$ cat src/rtl/mem_slot_arbiter_if.sv
// Memory-port arbitration bundle: requests, lock extensions, slot ownership map
// and the registered grant/slot outputs of the arbiter.
interface mem_slot_arbiter_if #(
  parameter int NCH = 2,
  parameter int CW  = 3,
  parameter int IDW = 3
);
  logic [NCH-1:0]          req;
  logic [NCH-1:0]          lock;
  logic [(2**CW)*IDW-1:0]  slot_map;
  logic [CW-1:0]           slot;
  logic                    frame_start;
  logic [NCH-1:0]          gnt;
  logic [IDW-1:0]          gnt_id;
  logic                    gnt_valid;

  modport master (
    output req, lock, slot_map,
    input  slot, frame_start, gnt, gnt_id, gnt_valid
  );

  modport slave (
    input  req, lock, slot_map,
    output slot, frame_start, gnt, gnt_id, gnt_valid
  );
endinterface

$ cat src/rtl/mem_slot_arbiter.sv
// Time-division memory port arbiter: per-slot owners, work-conserving round-robin
// reallocation of idle slots, and bounded lock extension of the current grant.
//   state   | meaning
//   idle    | valid_q=0, no channel owns the port this cycle
//   granted | valid_q=1, channel cur_q owns the port, lc_q cycles already extended
module mem_slot_arbiter #(
  parameter int NCH      = 2,
  parameter int CW       = 3,
  parameter int IDW      = 3,
  parameter int MAX_LOCK = 4
) (
  input logic               clk,
  input logic               rst,
  mem_slot_arbiter_if.slave bus
);

  logic [CW-1:0]  slot_q, slot_d;
  logic [IDW-1:0] cur_q, cur_d;
  logic [IDW-1:0] rr_q, rr_d;
  logic [3:0]     lc_q, lc_d;
  logic           valid_q, valid_d;

  logic [NCH-1:0] gnt_vec;
  logic [IDW-1:0] owner;
  logic           owner_req;
  logic           hold;
  logic           hi_found, lo_found;
  logic [IDW-1:0] hi_pick, lo_pick, rr_pick;

  always_ff @(posedge clk) begin
    if (!rst) begin
      slot_q  <= '0;
      cur_q   <= '0;
      rr_q    <= '0;
      lc_q    <= '0;
      valid_q <= 1'b0;
    end else begin
      slot_q  <= slot_d;
      cur_q   <= cur_d;
      rr_q    <= rr_d;
      lc_q    <= lc_d;
      valid_q <= valid_d;
    end
  end

  always_comb begin
    slot_d = slot_q + 1'b1;
    // The owner looked up is that of the slot being entered, so gnt lines up with slot.
    owner  = bus.slot_map[int'(slot_d)*IDW +: IDW];

    owner_req = 1'b0;
    for (int i = 0; i < NCH; i++) begin
      if (owner == IDW'(i) && bus.req[i]) owner_req = 1'b1;
    end

    hold = valid_q && (|(bus.req & bus.lock & gnt_vec)) && (lc_q < 4'(MAX_LOCK - 1));

    // Descending scan leaves the lowest requester at/above rr, else the lowest overall.
    hi_found = 1'b0;
    lo_found = 1'b0;
    hi_pick  = '0;
    lo_pick  = '0;
    for (int i = NCH - 1; i >= 0; i--) begin
      if (bus.req[i]) begin
        if (IDW'(i) >= rr_q) begin
          hi_found = 1'b1;
          hi_pick  = IDW'(i);
        end else begin
          lo_found = 1'b1;
          lo_pick  = IDW'(i);
        end
      end
    end
    rr_pick = hi_found ? hi_pick : lo_pick;

    cur_d   = '0;
    valid_d = 1'b0;
    lc_d    = '0;
    rr_d    = rr_q;
    if (hold) begin
      cur_d   = cur_q;
      valid_d = 1'b1;
      lc_d    = lc_q + 1'b1;
    end else if (owner_req) begin
      cur_d   = owner;
      valid_d = 1'b1;
    end else if (hi_found || lo_found) begin
      cur_d   = rr_pick;
      valid_d = 1'b1;
      rr_d    = (rr_pick == IDW'(NCH - 1)) ? '0 : rr_pick + 1'b1;
    end
  end

  always_comb begin
    gnt_vec = '0;
    for (int i = 0; i < NCH; i++) begin
      if (valid_q && cur_q == IDW'(i)) gnt_vec[i] = 1'b1;
    end
  end

  assign bus.gnt         = gnt_vec;
  assign bus.gnt_id      = valid_q ? cur_q : '0;
  assign bus.gnt_valid   = valid_q;
  assign bus.slot        = slot_q;
  assign bus.frame_start = rst && (slot_q == '0);

endmodule

$ cat src/flat_wrapper.sv
// flat-port wrapper written by rule: the top's interface ports become plain ports
module mem_slot_arbiter_flat 
#(
  parameter int NCH      = 2,
  parameter int CW       = 3,
  parameter int IDW      = 3,
  parameter int MAX_LOCK = 4
)
  (clk, rst, bus_req, bus_lock, bus_slot_map, bus_slot, bus_frame_start, bus_gnt, bus_gnt_id, bus_gnt_valid);
  mem_slot_arbiter_if #(.NCH(NCH), .CW(CW), .IDW(IDW)) bus_i ();
  input logic clk;
  input logic rst;
  input wire logic [$bits(bus_i.req)-1:0] bus_req;
  input wire logic [$bits(bus_i.lock)-1:0] bus_lock;
  input wire logic [$bits(bus_i.slot_map)-1:0] bus_slot_map;
  output wire logic [$bits(bus_i.slot)-1:0] bus_slot;
  output wire logic [$bits(bus_i.frame_start)-1:0] bus_frame_start;
  output wire logic [$bits(bus_i.gnt)-1:0] bus_gnt;
  output wire logic [$bits(bus_i.gnt_id)-1:0] bus_gnt_id;
  output wire logic [$bits(bus_i.gnt_valid)-1:0] bus_gnt_valid;
  assign bus_i.req = bus_req;
  assign bus_i.lock = bus_lock;
  assign bus_i.slot_map = bus_slot_map;
  assign bus_slot = bus_i.slot;
  assign bus_frame_start = bus_i.frame_start;
  assign bus_gnt = bus_i.gnt;
  assign bus_gnt_id = bus_i.gnt_id;
  assign bus_gnt_valid = bus_i.gnt_valid;
  mem_slot_arbiter #(.NCH(NCH), .CW(CW), .IDW(IDW), .MAX_LOCK(MAX_LOCK)) u_core (.clk(clk), .rst(rst), .bus(bus_i));
endmodule
$ cat config.mk
export PLATFORM = sky130hd
export DESIGN_NAME = mem_slot_arbiter_flat
export DESIGN_NICKNAME = d
export VERILOG_FILES = /design/src/rtl/mem_slot_arbiter_if.sv /design/src/rtl/mem_slot_arbiter.sv /design/src/flat_wrapper.sv
export SDC_FILE = /design/constraint.sdc
export NUM_CORES = 1
export LEC_CHECK = 0
export ABC_AREA = 0
export BUFFER_PORTS_ARGS = -buffer_cell sky130_fd_sc_hd__buf_4
export CAP_MARGIN = 15
export CORE_MARGIN = 2
export CORE_UTILIZATION = 42
export DETAILED_ROUTE_END_ITERATION = 8
export PLACE_DENSITY = 0.75
export SLEW_MARGIN = 20
export SYNTH_ARGS = -nofsm -noshare
export SYNTH_HDL_FRONTEND = slang
export SYNTH_SLANG_ARGS = --single-unit
$ cat constraint.sdc
create_clock -name clk -period 3 [get_ports clk]
set_input_delay 0.3 -clock clk [delete_from_list [all_inputs] [get_ports clk]]
set_output_delay 0.3 -clock clk [all_outputs]
set_load 0.02 [all_outputs]
# [Yosys cells after proc, flatten, opt, wreduce, memory -nomap -nowiden]
# Index checks and enable logic that the tools add are counted.
# Widths: inputs -> output; s select.
[op_classes] addsub=3 mul=1 magnitude_cmp=3 n_eq_ne=3 n_shift=1 n_mux=28 bitwise=4 reduce_logical=14
[op_table] cell="$mux 3" n=11
[op_table] cell="$shiftx 24x32->3" n=1
[op_table] cell="$mux 1" n=17
[op_table] cell="$eq 3x1->1 const B" n=3
[op_table] cell="$logic_not 3->1" n=3
[op_table] cell="$logic_and 1x1->1" n=7
[op_table] cell="$add 3x1->3 const B" n=2
[op_table] cell="$ge 1x3->1 const A" n=2
[op_table] cell="$mul 3x2->5 const B" n=1
[op_table] cell="$add 4x1->4 const B" n=1
[op_table] cell="$and 2x2->2" n=2
[op_table] cell="$lt 4x2->1 const B" n=1
[op_table] cell="$reduce_and 3->1" n=1
[op_table] cell="$not 1->1" n=2
[op_table] cell="$reduce_and 2->1" n=1
[op_table] cell="$reduce_or 2->1" n=1
[op_table] cell="$logic_or 1x1->1" n=1
[totals] reg_bits=14 in_bits=30 output_inout_bits=10 elab_cells=62

# [Longest topological paths before layout]
[logic_depth] depth_word=9 mapped_depth=9 mapped_depth_nobuf=8

# [Worst setup path before layout]
# Ideal clock, no wire load.
[synth_path] path_kind="reg2reg" startpoint="reg u_core.slot_q[0], in the netlist u_core.bus.slot[0]" endpoint="reg u_core.rr_q[0]" setup_time_ns=0.116 arrival_time_ns=2.240 required_time_ns=2.884 path_slack_ns=0.644 path_stages_with_launch=10 path_buffers=1 period_less_slack_ns=2.356 path_cell_list="dfxtp_1 -> inv_1 -> ha_1 -> buf_4 -> nor3_1 -> a2111oi_1 -> or4_1 -> nor2_1 -> o21ai_1 -> and4_1"
[synth_between] elab_chain_len=9 elab_cells_between_ends=11 cone_classes="add/sub (1); mul (1); eq/ne (1); shift (1); mux (2); bitwise (1); reduce/logical (4)"
[synth_rtl] item="start, declared" line_no="mem_slot_arbiter.sv:17" source="logic [CW-1:0] slot_q, slot_d;"
[synth_rtl] item="start signal, assigned" line_no="mem_slot_arbiter.sv:38" source="slot_q <= slot_d;"
[synth_rtl] item="$add 3x1->3 *" line_no="mem_slot_arbiter.sv:47" source="slot_d = slot_q + 1'b1;"
[synth_rtl] item="net u_core.slot_d[0]" line_no="mem_slot_arbiter.sv:17"
[synth_rtl] item="$mul 3x2->5 *" line_no="mem_slot_arbiter.sv:49" source="owner = bus.slot_map[int'(slot_d)*IDW +: IDW];"
[synth_rtl] item="$shiftx 24x32->3 *" line_no="mem_slot_arbiter.sv:49"
[synth_rtl] item="$logic_not 3->1" line_no="mem_slot_arbiter.sv:53" source="if (owner == IDW'(i) && bus.req[i]) owner_req = 1'b1;"
[synth_rtl] item="$logic_and 1x1->1" line_no="mem_slot_arbiter.sv:53"
[synth_rtl] item="$mux 1" line_no="mem_slot_arbiter.sv:53"
[synth_rtl] item="$mux 1 *" line_no="mem_slot_arbiter.sv:53"
[synth_rtl] item="$not 1->1 (no line) *"
[synth_rtl] item="$reduce_and 3->1 (no line) *"
[synth_rtl] item="end signal, assigned" line_no="mem_slot_arbiter.sv:40" source="rr_q <= rr_d;"
[synth_rtl] item="end, declared" line_no="mem_slot_arbiter.sv:19" source="logic [IDW-1:0] rr_q, rr_d;"
# Mark *: on every way through the listed nets, which the timed path passes. The rest lies on a longest branch.
# A chain may end at the register's enable or synchronous reset.

# [Worst setup path in the final report]
# Same ends and word-level chain as after synthesis.

==> qor.json <==
{
  "cts_root_buf": "clkbuf_4",
  "leading_area_contributor_after_synthesis": "dfxtp_1",
  "area_growth_syn_to_layout_pct": 50.5,
  "worst_hold_path_type": "input port to flip-flop",
  "core_um2": 1520,
  "timing.critical_path.to_type": "flip-flop",
  "leakage_nw": 0.511,
  "place_hpwl_mm": 1.34,
  "most_common_library_cell_in_the_layout_ignoring_fill_and_taps": "buf_4",
  "fmaxAchievable_mhz": 408,
  "clock_skew_ns": 0.0123,
  "htreeDepth": 1,
  "tightest_hold_margin_ns": 0.254,
  "grt.overflow.total": 0,
  "postRouteAntennaNets": 0,
  "placedInstanceArea_um2": 1010,
  "vdd_drop_max_mv": 0.385,
  "setup-violations-final": 0,
  "numCtsBuffers": 3,
  "crit_required_ns": 3.22,
  "clock_slew_at_the_register_clock_pins_of_the_worst_setup_and_hold_paths_ns": 0.08,
  "detailed_route_via_count": 696,
  "synth_enable_flop_cells": 0,
  "initial_core_util_pct": 45.8,
  "rsz0062_at_grt": "no",
  "design.final.nets": 157,
  "post_cts_buffers": 0,
  "async_flop_share_pct": 0,
  "worstSkewPairLatency_ns": 0.27,
  "rows": 14,
  "syn-cell-area_um2": 698,
  "crit_arrival_ns": 2.67,
  "ys_dominant_reg_cell": "dfxtp_1",
  "antenna_found_initial": 0,
  "fin_setup_tns_ns": 0,
  "first_global_vias": 672,
  "synth_area_leaders": "dfxtp_1 34%, mux4_1 7.5%, a2111oi_1 5.7%",
  "worst-setup-path-type": "flip-flop to flip-flop",
  "run_status": "complete, no violations",
  "power_density_nw_per_um2": 414,
  "detail_route.first_pass.iterations": 4,
  "numPortBuffers": 39,
  "grt_pass1_wl_mm": 2.66,
  "post_route_drc_violation_count": 0,
  "synth.top_cell.area_share_pct": 34.4,
  "layout_common_cells": "39 x buf_4, 12 x dfxtp_1, 9 x nor2_1",
  "drive_above_1_share_pct": 38.2,
  "timing.critical_path.from_type": "flip-flop",
  "total_die_area_um2": 2000,
  "ctsResizeCount": 0,
  "vias_per_cell": 5.01,
  "clock_path_buffers": 2,
  "design_area_um2": 1050,
  "die_width_um": 44.8,
  "dr.first_iter.drc_count": 4,
  "detail_route.wl_per_cell_um": 11.4,
  "post_detailed_routing_wire_length_mm": 1.59,
  "antenna_cells": 0,
  "hold_violations": 0,
  "seq_total_area_yosys_pct": 34.4,
  "globalplace.congestion": 0.748,
  "fp.dieH_um": 44.8,
  "maxSlewViolCount": 0,
  "synth_warnings": 0,
  "maxCapViolCount": 0,
  "global_route.usage.total_pct": 18.1,
  "timing.final.crit_share_pct": 81.7,
  "yosys_register_bits": 12,
  "synthCells": 78,
  "tritoncts_num_sinks": 12,
  "holdBufCountCts": 0,
  "path_max_fanout": 11,
  "synth.avg_cell_area_um2": 8.95,
  "post_synth_num_cell_types": 29,
  "largest_net_degree_at_the_start_of_global_routing": 12,
  "final.min_clock_period_ns": 2.45,
  "cts_tree": "built",
  "pin_count": 40
}
## state kept, by name, indices dropped and copies added (netlist names)
register / flops
u_core.lc_q: 4
u_core.bus.slot: 3
u_core.rr_q: 1
u_core.bus.gnt_valid: 1
u_core.cur_q: 3
## report_power, final
part	switching [mW]	internal (mW)	total, mW
clock network	0.0531	0.0737	0.127
logic	0.0567	0.0714	0.128
registers	0.0101	0.170	0.180
total	0.120	0.315	0.435
## critical path, cell delays in order, from the launching register on
cell and delay, ns:
dfxtp_1 0.42, inv_1 0.12, ha_1 0.53, nor3_1 0.09, a2111oi_1 0.50, nor4_1 0.14
a221o_1 0.37, nand2b_1 0.07, and4_1 0.17
## path summary, 6_finish.rpt
path	cells after the start	to	slack (ns)	from
max	8	u_core.rr_q[0]$_SDFFE_PN0P_	0.55	u_core.bus.slot[0]$_SDFF_PN0_
min	2	u_core.bus.gnt_valid$_SDFF_PN0_	0.25	bus_req[0]
max reg2reg	8	u_core.rr_q[0]$_SDFFE_PN0P_	0.55	u_core.bus.slot[0]$_SDFF_PN0_
min reg2reg	1	u_core.lc_q[0]$_SDFF_PN0_	0.43	u_core.lc_q[0]$_SDFF_PN0_
## Yosys cell counts, types with 2 or more instances
| cell type | number |
|---|---|
| nand3_1 | 6 |
| and2_1 | 5 |
| a21boi_0 | 2 |
| a2111oi_1 | 4 |
| nor2_1 | 9 |
| dfxtp_1 | 12 |
| nand2_1 | 6 |
| nor3_1 | 4 |
| inv_1 | 6 |
| mux4_1 | 2 |
| ha_1 | 3 |
| o21ai_0 | 2 |
## layout make-up
class | count | area [µm²]
Tap cell | 16 | 20.0
Fill cell | 135 | 473
Multi-Input combinational cell | 62 | 439
Inverter | 6 | 22.5
Clock buffer | 4 | 36.3
Timing Repair Buffer | 39 | 293
Sequential cell | 12 | 240
## metal layers
metal / track usage, % / vias to the layer above / wire length (µm)
li1: - / 366 / -
met1: 20.5 / 308 / 668
met2: 33.3 / 20 / 794
met3: 3.60 / 2 / 109
met4: 7.06 / 0 / 15
met5: 0 / - / 0
## per-stage QoR
stage	worst slack [ns]	utilization [%]	total power, mW	std cells
2_1_floorplan	0.644	-	0.258	81
3_3_place_gp	0.635	66.6	0.310	135
3_5_place_dp	0.555	66.6	0.312	135
4_1_cts	0.544	69.0	0.439	139
5_1_grt	0.309	69.0	0.460	139
6_report	0.548	69.0	0.435	139
## logic make-up (layout without fill, tap and decap cells)
logic type / Yosys count / in the layout / synth area share [%]
simple gates: 39 / 39 / 30.1
flops: 12 / 12 / 34.4
compound gates: 11 / 11 / 12.5
buf+inv: 7 / 49 / 4.30
fa+ha+maj: 3 / 3 / 5.38
mux: 3 / 3 / 9.14
xor+xnor: 2 / 2 / 3.59
other cells: 1 / 4 / 0.537
Note: power is estimated with default switching activity, not from simulation.
